`src/rtl/ixc_clkgen_if.sv`:
```
// Generated design-clock bundle: divided clock, edge strobes, design reset and cycle counter.
// No valid/ready handshake: clk_rise/clk_fall each qualify exactly one reference cycle and are never both high.
interface ixc_clkgen_if #(
    parameter int CNT_W = 64
);
    logic             clk_out;
    logic             clk_rise;
    logic             clk_fall;
    logic             rst_out;
    logic [CNT_W-1:0] cycle_cnt;

    modport master (
        output clk_out,
        output clk_rise,
        output clk_fall,
        output rst_out,
        output cycle_cnt
    );

    modport slave (
        input clk_out,
        input clk_rise,
        input clk_fall,
        input rst_out,
        input cycle_cnt
    );
endinterface

```
`src/rtl/ixc_clkgen.sv`:
```
// Divides the reference clock into a design clock with edge strobes, a rise counter and
// a power-on design reset released after RESET_CYCLES design-clock rises.
module ixc_clkgen #(
    parameter int HALF_PERIOD  = 1,
    parameter int RESET_CYCLES = 256,
    parameter int CNT_W        = 64
) (
    input  logic        clock,
    input  logic        reset,
    ixc_clkgen_if.master gen,
    output logic [31:0] dbg_ph
);
    localparam int PH_W  = (HALF_PERIOD > 1) ? $clog2(HALF_PERIOD) : 1;
    localparam int RC_W  = $clog2(RESET_CYCLES + 1);
    localparam int CMP_W = (CNT_W > RC_W) ? CNT_W : RC_W;

    localparam logic [PH_W-1:0]  PH_LAST = PH_W'(HALF_PERIOD - 1);
    localparam logic [CMP_W-1:0] RC_CMP  = CMP_W'(RESET_CYCLES);

    logic [PH_W-1:0]  ph_q, ph_d;
    logic             clk_out_q, clk_out_d;
    logic             clk_rise_q, clk_rise_d;
    logic             clk_fall_q, clk_fall_d;
    logic             rst_out_q, rst_out_d;
    logic [CNT_W-1:0] cycle_cnt_q, cycle_cnt_d;

    always_comb begin
        ph_d        = ph_q;
        clk_out_d   = clk_out_q;
        clk_rise_d  = 1'b0;
        clk_fall_d  = 1'b0;
        rst_out_d   = rst_out_q;
        cycle_cnt_d = cycle_cnt_q;
        if (ph_q == PH_LAST) begin
            ph_d       = '0;
            clk_out_d  = ~clk_out_q;
            clk_rise_d = ~clk_out_q;
            clk_fall_d = clk_out_q;
            if (!clk_out_q) begin
                cycle_cnt_d = cycle_cnt_q + CNT_W'(1);
                // Compared on the new count, zero-extended so an unreachable target never matches.
                // Release is sticky: later wraps of the counter cannot re-assert it.
                if (CMP_W'(cycle_cnt_d) == RC_CMP) begin
                    rst_out_d = 1'b0;
                end
            end
        end else begin
            ph_d = ph_q + PH_W'(1);
        end
    end

    always_ff @(posedge clock) begin
        if (reset) begin
            ph_q        <= '0;
            clk_out_q   <= 1'b0;
            clk_rise_q  <= 1'b0;
            clk_fall_q  <= 1'b0;
            rst_out_q   <= 1'b1;
            cycle_cnt_q <= '0;
        end else begin
            ph_q        <= ph_d;
            clk_out_q   <= clk_out_d;
            clk_rise_q  <= clk_rise_d;
            clk_fall_q  <= clk_fall_d;
            rst_out_q   <= rst_out_d;
            cycle_cnt_q <= cycle_cnt_d;
        end
    end

    assign gen.clk_out   = clk_out_q;
    assign gen.clk_rise  = clk_rise_q;
    assign gen.clk_fall  = clk_fall_q;
    assign gen.rst_out   = rst_out_q;
    assign gen.cycle_cnt = cycle_cnt_q;
    assign dbg_ph        = 32'(ph_q);
endmodule

```
`src/flat_wrapper.sv`:
```
// flat-port wrapper written by rule: the top's interface ports become plain ports
module ixc_clkgen_flat 
#(
    parameter int HALF_PERIOD  = 1,
    parameter int RESET_CYCLES = 256,
    parameter int CNT_W        = 64
)
  (clock, reset, dbg_ph, gen_clk_out, gen_clk_rise, gen_clk_fall, gen_rst_out, gen_cycle_cnt);
  ixc_clkgen_if #(.CNT_W(CNT_W)) gen_i ();
  input  logic clock;
  input  logic reset;
  output logic [31:0] dbg_ph;
  output wire logic [$bits(gen_i.clk_out)-1:0] gen_clk_out;
  output wire logic [$bits(gen_i.clk_rise)-1:0] gen_clk_rise;
  output wire logic [$bits(gen_i.clk_fall)-1:0] gen_clk_fall;
  output wire logic [$bits(gen_i.rst_out)-1:0] gen_rst_out;
  output wire logic [$bits(gen_i.cycle_cnt)-1:0] gen_cycle_cnt;
  assign gen_clk_out = gen_i.clk_out;
  assign gen_clk_rise = gen_i.clk_rise;
  assign gen_clk_fall = gen_i.clk_fall;
  assign gen_rst_out = gen_i.rst_out;
  assign gen_cycle_cnt = gen_i.cycle_cnt;
  ixc_clkgen #(.HALF_PERIOD(HALF_PERIOD), .RESET_CYCLES(RESET_CYCLES), .CNT_W(CNT_W)) u_core (.clock(clock), .reset(reset), .gen(gen_i), .dbg_ph(dbg_ph));
endmodule
```
`config.mk`:
```
export PLATFORM = sky130hd
export DESIGN_NAME = ixc_clkgen_flat
export DESIGN_NICKNAME = d
export VERILOG_FILES = /design/src/rtl/ixc_clkgen_if.sv /design/src/rtl/ixc_clkgen.sv /design/src/flat_wrapper.sv
export SDC_FILE = /design/constraint.sdc
export NUM_CORES = 1
export LEC_CHECK = 0
export BUFFER_PORTS_ARGS = -buffer_cell sky130_fd_sc_hd__buf_2
export CAP_MARGIN = 5
export CORE_AREA = 2 2 111 113
export CTS_CLUSTER_SIZE = 12
export DETAILED_ROUTE_END_ITERATION = 8
export DIE_AREA = 0 0 113 115
export SLEW_MARGIN = 10
export SYNTH_ARGS = -nofsm -noshare
export SYNTH_HDL_FRONTEND = slang
export SYNTH_SLANG_ARGS = --single-unit
```
`constraint.sdc`:
```
create_clock -name clock -period 6.1 [get_ports clock]
set_input_delay 0.305 -clock clock [delete_from_list [all_inputs] [get_ports clock]]
set_output_delay 0.305 -clock clock [all_outputs]
set_load 0.05 [all_outputs]
```
Yosys cells after proc, flatten, opt, wreduce, memory -nomap -nowiden
Index checks and enable logic that the tools add are counted.
- register bits after elaboration: 69
- logic and storage cells: 15
- output and inout port bits: 100
- reduce and logical (&&, ||, !) cells: 4
- bitwise logic cells: 2
- add/subtract/negate cells: 2
- eq/ne operators: 1
- operator list (kind ; count):
    $add 64x1->64 const B ; 1
    $eq 64x9->1 const B ; 1
    $reduce_or 2->1 ; 2
    $reduce_and 3->1 ; 1
    $not 1->1 ; 2
    $reduce_and 2->1 ; 1
    $add 1x1->1 const B ; 1

Longest topological paths before layout
Gate-level depths: netlist of the first run.
- depth in word-level cells: 3
- depth in mapped cells: 10

Least setup slack after synthesis of the first run
No wires, ideal clock.
- path kind: register to register
- start: register u_core.cycle_cnt_q[0] (netlist: u_core.gen.cycle_cnt[0])
- end: register u_core.rst_out_q (netlist: u_core.gen.rst_out)
- required time: 5971 ps
- data arrival time: 3008 ps
- path buffers: 1
- library setup time: 129 ps
- setup slack: 2963 ps
- cell stages (with the launch flop): 11
- cell sequence: dfxtp_1 > ha_1 > nand3_2 > nor4_1 > buf_2 > nand3_1 > xnor2_1 > or4_1 > nor4_1 > and4_1 > a31oi_1
- longest elaborated chain between the ends: 3
- RTL lines (item ; line ; RTL):
    start, declared ; ixc_clkgen.sv:25 ; logic [CNT_W-1:0] cycle_cnt_q, cycle_cnt_d;
    start signal, assigned ; ixc_clkgen.sv:66 ; cycle_cnt_q <= cycle_cnt_d;
    $add 64x1->64 ; ixc_clkgen.sv:40 ; cycle_cnt_d = cycle_cnt_q + CNT_W'(1);
    $eq 64x9->1 ; ixc_clkgen.sv:43 ; if (CMP_W'(cycle_cnt_d) == RC_CMP) begin
    $reduce_and 3->1 (no line) ; - ;
    end signal, assigned ; ixc_clkgen.sv:65 ; rst_out_q <= rst_out_d;
    end, declared ; ixc_clkgen.sv:24 ; logic rst_out_q, rst_out_d;
No other way between the ends.
A chain may end at the register's enable or synchronous reset.

Worst setup path after layout of the first run
Ends and elaborated chain as after synthesis.

==> metrics.txt, run 1 <==
Routed wire per std cell=16.7 µm; Inserted Clock Buffers=9; prevailing post-synth register cell=dfxtp_1; total via count in the routed design=4503; Final Max Tran Viols=0; relative max-transition margin=40.2%; Crit Path Category=reg2reg; maximum number of pins on one net before global-route repair=69; most frequent cells in the layout=nor2_1, buf_2, dfxtp_1; Top-Level Pins=102; most area-consuming cells after synthesis=dfxtp_1, xor2_1, xnor2_1, nor2_1, nand4_1; result of the run=finished with violations; antenna violations before repair=0; Final GP Congestion=0.911; post-cts repair resize count=0; ANT cells=0; gr ovfl total=0; standard cell core area=11800 µm²; flip-flop and latch count after synthesis=69; area growth from synthesis to layout=11.6%; Period Utilization, post-route=50.9%; Critical Path Sink Type=flip-flop; count of port buffers added during placement=70; Min-Delay Path Class=reg2reg; Hold-fix buffers, CTS=0; Final Hold Viols=0; Setup Buffers After CTS=0; number of global-route vias before repair=4032; cell type with the largest total area after synthesis=dfxtp_1; WP data arrival=3.32 ns; type of element launching the critical path=flip-flop; Detailed Place HPWL=9830 µm; die width=113 µm; Clock Skew=0.0101 ns; final wirelength=13500 µm; detailed router's first-iteration violation count=360; total iterations of the first detailed-routing run=7; Worst-path clk slew=0.06 ns; Die H=115 µm; pwr dens=208 nW/µm²; clock period minus final worst setup slack=3.10 ns; CTS root buffer=clkbuf_16; number of instances in the synthesized netlist=618; # setup viols final=0; Post-DRT Antenna Nets=0; final non-filler cell area=5170 µm²; share of the synthesized area in the top cell type=29.8%; Post-Route Hold Slack=0.485 ns; remaining routing DRC violations=8; worst ir drop on vdd=103 µV; post-synthesis cell type count=46; number of nets in the finished design=657; most common library cell in the layout ignoring fill and taps=nor2_1; async set-reset flop share out of synthesis=0%; violations in the final reports=DRC; # fillers=1208; Least-Margin Pin Slew=0.889 ns; CTS tree=done; DR vias/cell=5.59; largest buffer count on any clock path=2; die area=13000 µm²; total negative slack for setup checks=0 ns; ratio of cells with drive above 1 in the final layout=15.5%; total placed instance area=4870 µm²; Post-Route Utilization=43.8%; required time at the worst-slack endpoint=6.32 ns; CTS H-tree depth=3; global-route wire length before repair=21600 µm; RSZ-0062 raised after global routing=no; mean area per synthesized cell=7.50 µm²; Netlist Area Pre-Place=4640 µm²; number of enable flip-flop cells after synthesis=0; Num Clock Sinks=69; share of synthesized area occupied by flip-flops and latches=29.8%; Synth warnings=0; maximum operating frequency=322 MHz; Placed Cells=790; Max FO, Critical Path=11; Static Leakage=1.92 nW; Overall Global Routing Usage=21.0%; insertion delay to the later sink of the worst-skew pair=0.35 ns; site row count=40; effective utilization at floorplan=39.2%; Max-Cap Viols=0; fin cells=805
[cell families (layout without fill, tap and decap cells)]
| group | count (synthesis) | after routing | synth area share [%] |
|---|---|---|---|
| buffers and inverters | 83 | 92 | 9.74 |
| AND/OR/NAND/NOR | 319 | 319 | 35.6 |
| XOR/XNOR | 89 | 89 | 16.8 |
| AO/OA/AOI/OAI | 56 | 56 | 7.72 |
| adder cells (fa/ha/maj) | 1 | 1 | 0.270 |
| other | 1 | 32 | 0.0809 |
| flip-flops | 69 | 69 | 29.8 |
[per-layer routing]
metal	share of wire, %	vias up	wire [µm]	GRT usage, %
met2	46	193	6160	33.4
met3	8.4	17	1130	4.59
met1	44	2113	5920	28.2
met4	1.9	0	258	7.72
met5	0	-	0	0
li1	-	2180	-	-
[stage by stage]
stage               total power [mW]  worst slack (ns)
floorplan                      0.555              2.96
detailed placement             0.550              3.03
CTS                             1.09              3.01
global placement               0.550              3.05
finish                          1.08              3.00
global route                    1.11              2.69
[power breakdown]
group          switching [mW]  internal [mW]
Sequential            0.00501          0.454
Clock                   0.202          0.335
Combinational          0.0735        0.00776
Total                   0.280          0.797
[cell type report]
cell class,count,area (µm²),area share (%)
Sequential cell,69,1380,26.7
Timing Repair Buffer,73,373,7.21
Multi-Input combinational cell,497,2920,56.4
Clock buffer,11,253,4.89
Tap cell,147,184,3.56
Inverter,4,15.0,0.290
Clock inverter,4,47.5,0.919
[path summary, 6_finish.rpt]
| kind | start | end | slack [ns] | cells past startpoint |
|---|---|---|---|---|
| setup / recovery | u_core.gen.cycle_cnt[0] | u_core.gen.rst_out | 3.00 | 10 |
| setup reg to reg | u_core.gen.cycle_cnt[0] | u_core.gen.rst_out | 3.00 | 10 |
| hold reg to reg | u_core.ph_q | u_core.gen.clk_fall | 0.49 | 1 |
| hold / removal | u_core.ph_q | u_core.gen.clk_fall | 0.49 | 1 |
[state kept, by name, summed over array words and instances (netlist names)]
| name | cells |
|---|---|
| u_core.gen.clk_fall | 1 |
| u_core.gen.clk_out | 1 |
| u_core.gen.cycle_cnt | 64 |
| u_core.gen.rst_out | 1 |
| u_core.ph_q | 1 |
| u_core.gen.clk_rise | 1 |
[worst max-delay path: stages (launching register included)]
cell and delay (ns):
dfxtp_1 0.49, ha_1 0.28, nand3_2 0.19, nor4_1 0.35
buf_4 0.24, nand3_1 0.13, xnor2_1 0.15, or4_1 0.56
nor4_1 0.27, and4_1 0.23, a31oi_1 0.09
[Yosys cell counts, types with 4 or more instances]
| master | number |
|---|---|
| xnor2_1 | 42 |
| a21oi_1 | 14 |
| a31oi_1 | 7 |
| or4_1 | 4 |
| nor2_1 | 93 |
| a311oi_1 | 4 |
| a211oi_1 | 6 |
| nand3_1 | 36 |
| buf_2 | 12 |
| buf_4 | 33 |
| clkbuf_1 | 32 |
| and3_1 | 11 |
| and4_1 | 5 |
| o21ai_0 | 15 |
| nand4_1 | 42 |
| nor4_1 | 17 |
| nor3_1 | 29 |
| nand2_1 | 48 |
| dfxtp_1 | 69 |
| xor2_1 | 47 |
| and2_1 | 5 |
| or3_1 | 12 |
Note: power is estimated with default switching activity, not from simulation.
==> inputs of run 2 (changes only) <==
--- a/config.mk
+++ b/config.mk
@@ -5,12 +5,13 @@
 export SDC_FILE = /design/constraint.sdc
 export NUM_CORES = 1
 export LEC_CHECK = 0
+export ABC_AREA = 1
 export BUFFER_PORTS_ARGS = -buffer_cell sky130_fd_sc_hd__buf_2
 export CAP_MARGIN = 5
-export CORE_AREA = 2 2 111 113
+export CORE_AREA = 2 2 118 120
 export CTS_CLUSTER_SIZE = 12
 export DETAILED_ROUTE_END_ITERATION = 8
-export DIE_AREA = 0 0 113 115
+export DIE_AREA = 0 0 120 122
 export SLEW_MARGIN = 10
 export SYNTH_ARGS = -nofsm -noshare
 export SYNTH_HDL_FRONTEND = slang
==> constraint.sdc (replaced) <==
create_clock -name clock -period 2.63 [get_ports clock]
set_input_delay 0.1315 -clock clock [delete_from_list [all_inputs] [get_ports clock]]
set_output_delay 0.1315 -clock clock [all_outputs]
set_load 0.05 [all_outputs]
==> run 2 against run 1 <==
The flow now finishes without violations. Wire length is 32% higher. Final area up 19%. Combinational power grew to 10 times the previous value. Area after synthesis grew 14%. Global-route usage is 4.1 points higher. Fmax grew 30%. First-iteration DRC count is 19% higher. Core utilization increased by 1.9 points. Largest cell class unchanged. Largest power group unchanged.
==> metrics.txt, run 2 <==
ratio of cells with drive above 1 in the final layout=15.5% (about the same); share of the synthesized area in the top cell type=26.2% (was 29.8%); area growth from synthesis to layout=17.1% (was 11.6%); standard cell core area=13500 µm² (was 11800 µm²); total negative slack for setup checks=0 ns (unchanged); result of the run=complete, no violations (was finished with violations); clock period minus final worst setup slack=2.38 ns (was 3.10 ns); switching pwr=1.25 mW (was 0.280 mW); final wirelength=17800 µm (was 13500 µm); remaining routing DRC violations=0 (was 8); gr ovfl total=0 (unchanged); pwr dens=563 nW/µm² (was 208 nW/µm²); number of global-route vias before repair=5236 (was 4032); Max-Cap Viols=0 (unchanged); Worst-path clk slew=0.05 ns (was 0.06 ns); minimum setup slack in the final design=0.247 ns (was 3.00 ns); Inserted Clock Buffers=9 (unchanged); Int Pwr=2.22 mW (was 0.797 mW); max FFs per register=64 (unchanged); largest buffer count on any clock path=2 (unchanged); Final GP Congestion=0.995 (was 0.911); RSZ-0062 raised after global routing=no (unchanged); Netlist Area Pre-Place=5270 µm² (was 4640 µm²); Place WS=0.171 ns (was 3.03 ns); ANT cells=0 (unchanged); Routed wire per std cell=15.1 µm (was 16.7 µm); share of synthesized area occupied by flip-flops and latches=26.2% (was 29.8%); mean area per synthesized cell=5.80 µm² (was 7.50 µm²); die area=14600 µm² (was 13000 µm²); Hold-fix buffers, CTS=0 (unchanged); number of nets in the finished design=995 (was 657); Final Max Tran Viols=0 (unchanged); Num Clock Sinks=69 (unchanged); Die H=122 µm (was 115 µm); combinational share of power=24.4% (was 7.5%); most frequent cell after synthesis=nand2_1 (was nor2_1); Synth top cells by count=nand2_1, nor2_1, inv_1, dfxtp_1, nand3_1 (was nor2_1, dfxtp_1, nand2_1, xor2_1); Post-Route Hold Slack=0.297 ns (was 0.485 ns); worst ir drop on vdd=326 µV (was 103 µV); Clock Skew=0.0100 ns (was 0.0101 ns); flip-flop and latch count after synthesis=69 (unchanged); relative max-transition margin=53.5% (was 40.2%); required time at the worst-slack endpoint=2.86 ns (was 6.32 ns); Least-Margin Pin Slew=0.698 ns (was 0.889 ns); CTS root buffer=clkbuf_16 (unchanged); Period Utilization, post-route=90.6% (was 50.9%); CTS tree=done (unchanged); die width=120 µm (was 113 µm); insertion delay to the later sink of the worst-skew pair=0.35 ns (about the same); post-synthesis cell type count=30 (was 46); antenna violations before repair=0 (unchanged); most common library cell in the layout ignoring fill and taps=nand2_1 (was nor2_1); type of element launching the critical path=flip-flop (unchanged); async set-reset flop share out of synthesis=0% (unchanged); maximum operating frequency=420 MHz (was 322 MHz); most area-consuming cells after synthesis=dfxtp_1, nand2_1, nor2_1, inv_1, nand3_1 (was dfxtp_1, xor2_1, xnor2_1, nor2_1, nand4_1); prevailing post-synth register cell=dfxtp_1 (unchanged); # fillers=1531 (was 1208); number of enable flip-flop cells after synthesis=0 (unchanged); Switching Share=36.1% (was 26.0%); detailed router's first-iteration violation count=430 (was 360); Post-DRT Antenna Nets=0 (unchanged); most frequent cells in the layout=nand2_1, nor2_1, inv_1 (was nor2_1, buf_2, dfxtp_1); CTS H-tree depth=3 (unchanged); count of port buffers added during placement=70 (unchanged); sequential power share=36.0% (was 42.6%); Overall Global Routing Usage=25.1% (was 21.0%); Detailed Place HPWL=13900 µm (was 9830 µm); # setup viols final=0 (unchanged); Critical Path Sink Type=flip-flop (unchanged); Max FO, Critical Path=6 (was 11); DR vias/cell=4.87 (was 5.59); effective utilization at floorplan=39.0% (was 39.2%); Final Hold Viols=0 (unchanged); Top-Level Pins=102 (unchanged); area used by multi-input combinational logic=3140 µm² (was 2920 µm²); Clk network pwr share=39.6% (was 49.8%); Static Leakage=3.13 nW (was 1.92 nW); total via count in the routed design=5727 (was 4503); Crit Path Category=reg2reg (unchanged); area taken by flip-flops and latches=1380 µm² (unchanged); number of instances in the synthesized netlist=908 (was 618); total iterations of the first detailed-routing run=5 (was 7); Min-Delay Path Class=in2reg (was reg2reg); global-route wire length before repair=28000 µm (was 21600 µm); WP data arrival=2.61 ns (was 3.32 ns); maximum number of pins on one net before global-route repair=71 (was 69); cell type with the largest total area after synthesis=dfxtp_1 (unchanged); site row count=43 (was 40); Synth warnings=0 (unchanged)
## run 2: worst max-delay path, cell delays in order, from the launching register on
cell	delay (ns)
dfxtp_1	0.45
nand2_1	0.13
nor2_1	0.22
nand2_1	0.13
nor2_1	0.34
nand3_1	0.25
xor2_1	0.22
nand2_1	0.07
nor2_1	0.13
nand2_1	0.07
nor2_1	0.08
nand3_1	0.08
nand2_1	0.06
nand2_1	0.04
## run 2: final cells by class
class,instances,share of cell area [%]
well taps,180,3.65
repair buffers,94,8.80
inverters,146,8.88
flip-flops and latches,69,22.4
clock buffers,12,4.32
clock inverters,3,1.10
multi-input cells,672,50.9
## run 2: worst paths after layout
kind | startpoint | cells past startpoint | slack (ns) | to
hold reg to reg | u_core.gen.rst_out | 2 | 0.45 | u_core.gen.rst_out
setup / recovery | u_core.gen.cycle_cnt[16] | 13 | 0.25 | u_core.gen.rst_out
hold / removal | reset | 3 | 0.30 | u_core.gen.rst_out
setup reg to reg | u_core.gen.cycle_cnt[16] | 13 | 0.25 | u_core.gen.rst_out
## run 2: kinds of logic (layout without fill, tap and decap cells)
| kind of cell | count (synthesis) | after routing | synth area share, % |
|---|---|---|---|
| adders and majority gates | 1 | 1 | 0.237 |
| buffers and inverters | 198 | 255 | 16.6 |
| and+or+nand+nor | 521 | 521 | 43.3 |
| other | 1 | 32 | 0.0712 |
| DFF | 69 | 69 | 26.2 |
| xor gates and xnor gates | 10 | 10 | 1.66 |
| AOI/OAI and AO/OA | 108 | 108 | 11.9 |
## run 2: through the flow
| step | std cells | power, mW | instance area [µm²] | utilization [%] |
|---|---|---|---|---|
| after floorplan | 939 | 1.95 | 5390 | - |
| after global placement | 1159 | 2.12 | 5810 | 43.0 |
| after detailed placement | 1159 | 2.12 | 5810 | 43.0 |
| after CTS | 1174 | 3.51 | 6140 | 45.5 |
| after global routing | 1176 | 3.64 | 6170 | 45.7 |
| final | 1176 | 3.47 | 6170 | 45.7 |
## run 2: what timing repair did
| action | in CTS | in global routing |
|---|---|---|
| setup endpoints to repair | 0 | 1 |
| resized for setup | 0 | 1 |
| setup buffers | 0 | 2 |
## run 2: power groups by stage
stage / Combinational, mW / Clock, mW / Sequential (mW)
6_report: 0.847 / 1.38 / 1.25
5_1_grt: 0.924 / 1.45 / 1.26
4_1_cts: 0.850 / 1.41 / 1.25
3_5_place_dp: 0.846 / 0 / 1.27
3_3_place_gp: 0.846 / 0 / 1.27
2_1_floorplan: 0.440 / 0 / 1.51
## run 2: routing by layer
| layer | share of wire (%) | track usage (%) | vias up |
|---|---|---|---|
| met5 | 0 | 0 | - |
| met4 | 2.9 | 10.1 | 0 |
| met3 | 6.7 | 5.20 | 35 |
| met2 | 47 | 42.1 | 210 |
| met1 | 43 | 31.6 | 2527 |
| li1 | - | - | 2955 |
==> inputs of run 3 (changes only) <==
--- a/config.mk
+++ b/config.mk
@@ -12,6 +12,7 @@
 export CTS_CLUSTER_SIZE = 12
 export DETAILED_ROUTE_END_ITERATION = 8
 export DIE_AREA = 0 0 120 122
+export REMOVE_ABC_BUFFERS = 1
 export SLEW_MARGIN = 10
 export SYNTH_ARGS = -nofsm -noshare
 export SYNTH_HDL_FRONTEND = slang
==> run 3 against run 2 <==
Worst setup slack lost 0.034 ns. First-iteration DRC count is 8.4% higher. Register-to-register slack got worse by 0.03 ns. Final area increased by 0.28%. Final cell count grew 0.17%. Non-clock buffer count is 1 higher. Sequential power about the same. Via count barely moved. Fmax fell by 1.4%. Sequential share of layout area fell by 0.063 points. Global-route usage fell by 0.54 points. Combinational power up 2%. Critical path type unchanged. Critical endpoint unchanged. Highest routed layer unchanged.
==> metrics.txt, run 3 (synthesized netlist as in run 2, its figures left out) <==
Top-Level Pins=102 (unchanged); DR vias/cell=4.87 (about the same); largest buffer count on any clock path=2 (unchanged); standard cell core area=13500 µm² (unchanged); post-cts repair resize count=0 (unchanged); Inserted Clock Buffers=9 (unchanged); worst min-delay path startpoint=reset (unchanged); Switching Share=35.7% (was 36.1%); # setup viols final=0 (unchanged); required time at the worst-slack endpoint=2.86 ns (about the same); Num Clock Sinks=69 (unchanged); Max FO, Critical Path=8 (was 6); Critical Path Sink Type=flip-flop (unchanged); maximum number of pins on one net before global-route repair=71 (unchanged); Overall Power=3.58 mW (was 3.47 mW); total negative slack for setup checks=0 ns (unchanged); ANT cells=0 (unchanged); gr ovfl total=0 (unchanged); result of the run=complete, no violations (unchanged); Hold-fix buffers, CTS=0 (unchanged); Max-Cap Viols=0 (unchanged); CTS H-tree depth=3 (unchanged); area growth from synthesis to layout=17.4% (was 17.1%); detailed router's first-iteration violation count=466 (was 430); effective utilization at floorplan=39.0% (unchanged); total via count in the routed design=5732 (was 5727); pwr dens=579 nW/µm² (was 563 nW/µm²); WP data arrival=2.65 ns (was 2.61 ns); Die H=122 µm (unchanged); Final GP Congestion=0.969 (was 0.995); Final Max Tran Viols=0 (unchanged); Min-Delay Path Class=in2reg (unchanged); insertion delay to the later sink of the worst-skew pair=0.36 ns (was 0.35 ns); ratio of cells with drive above 1 in the final layout=15.6% (was 15.5%); CTS tree=done (unchanged); Least-Margin Pin Slew=0.705 ns (was 0.698 ns); Overall Global Routing Usage=24.6% (was 25.1%); Static Leakage=3.14 nW (was 3.13 nW); worst setup path startpoint=u_core.gen.cycle_cnt[1] (was u_core.gen.cycle_cnt[16]); switching pwr=1.28 mW (was 1.25 mW); Routed wire per std cell=14.9 µm (was 15.1 µm); Setup Buffers After CTS=0 (unchanged); sequential power share=34.7% (was 36.0%); die width=120 µm (unchanged); Detailed Place HPWL=13600 µm (was 13900 µm); Clk network pwr share=41.3% (was 39.6%); most common library cell in the layout ignoring fill and taps=nand2_1 (unchanged); Crit Path Category=reg2reg (unchanged); Post-DRT Antenna Nets=0 (unchanged); number of global-route vias before repair=5189 (was 5236); site row count=43 (unchanged); count of port buffers added during placement=70 (unchanged); global-route track usage on met3=4.73% (was 5.20%); final wirelength=17600 µm (was 17800 µm); clock period minus final worst setup slack=2.42 ns (was 2.38 ns); remaining routing DRC violations=0 (unchanged); antenna violations before repair=0 (unchanged); CTS root buffer=clkbuf_16 (unchanged); RSZ-0062 raised after global routing=no (unchanged); fraction of met2 tracks used by global routing=37.9% (was 42.1%); routing usage on met1=33.4% (was 31.6%); Int Pwr=2.30 mW (was 2.22 mW); max FFs per register=64 (unchanged); Clock Skew=0.00696 ns (was 0.0100 ns); most frequent cells in the layout=nand2_1, nor2_1, inv_1 (unchanged); relative max-transition margin=53.0% (was 53.5%); Final Hold Viols=0 (unchanged); worst ir drop on vdd=271 µV (was 326 µV); number of nets in the finished design=996 (was 995); global-route wire length before repair=27500 µm (was 28000 µm); type of element launching the critical path=flip-flop (unchanged); Worst-path clk slew=0.06 ns (was 0.05 ns); total iterations of the first detailed-routing run=5 (unchanged); worst r2r src=u_core.gen.cycle_cnt[1] (was u_core.gen.cycle_cnt[16]); maximum operating frequency=414 MHz (was 420 MHz); Period Utilization, post-route=91.9% (was 90.6%); Most Crowded Layer GR=met2 (unchanged); combinational share of power=24.0% (was 24.4%); die area=14600 µm² (unchanged); Post-Route Hold Slack=0.265 ns (was 0.297 ns)
run 3: cell types whose count changed in the layout (fill, tap and decap cells not counted):
cell and change:
nor2_2 -1, bufinv_16 +1, nor2_1 +1, inv_2 +1, buf_4 +2, clkinv_4 +1, clkbuf_8 -1, buf_12 -1
inv_1 -1
run 3: cell type report:
cell class	instances	area, µm²
timing repair buffer	95	538
clock inverter	5	106
sequential	69	1380
fill	1525	7320
clock buffer	11	253
inverter	146	548
tap	180	225
multi-input combinational	672	3140
run 3: worst paths after layout:
check	cells past startpoint	slack (ns)	to
worst max register to register	16	0.21	u_core.gen.rst_out
worst min register to register	2	0.46	u_core.gen.rst_out
worst max-delay path	16	0.21	u_core.gen.rst_out
worst min-delay path	4	0.27	u_core.gen.cycle_cnt[7]
run 3: through the flow:
step	std cells	instance area (µm²)	worst slack, ns	utilization, %
detailed placement	1162	5830	0.200	43.2
CTS	1178	6190	0.169	45.8
global route	1178	6190	0.00840	45.8
finish	1178	6190	0.213	45.8
global placement	1162	5830	0.185	43.2
floorplan	887	5060	-1.54	-
run 3: power by group through the flow:
stage | logic [mW] | registers [mW] | clock network [mW]
floorplan | 0.385 | 1.52 | 0
global placement | 0.859 | 1.26 | 0
detailed placement | 0.860 | 1.26 | 0
CTS | 0.863 | 1.24 | 1.51
global route | 0.937 | 1.26 | 1.55
finish | 0.861 | 1.24 | 1.48
run 3: routing by layer:
metal,vias to the layer above,part of all wire (%),wire length [µm]
met5,-,0,0
met4,0,2.5,439
met3,37,7.3,1280
met2,222,44,7800
met1,2520,46,8050
li1,2953,-,-
run 3: critical path, cell delays in order (launching register included):
cell	delay, ns
dfxtp_1	0.39
ha_1	0.23
nand2_2	0.11
nor2_8	0.17
nand2_4	0.06
nor2_4	0.28
nand2_1	0.09
nand2_1	0.10
nand3_1	0.08
nor2_1	0.12
nand2_1	0.08
nor2_1	0.12
nand2_1	0.10
nor2_1	0.16
nand3_1	0.10
nand2_1	0.06
nand2_1	0.04
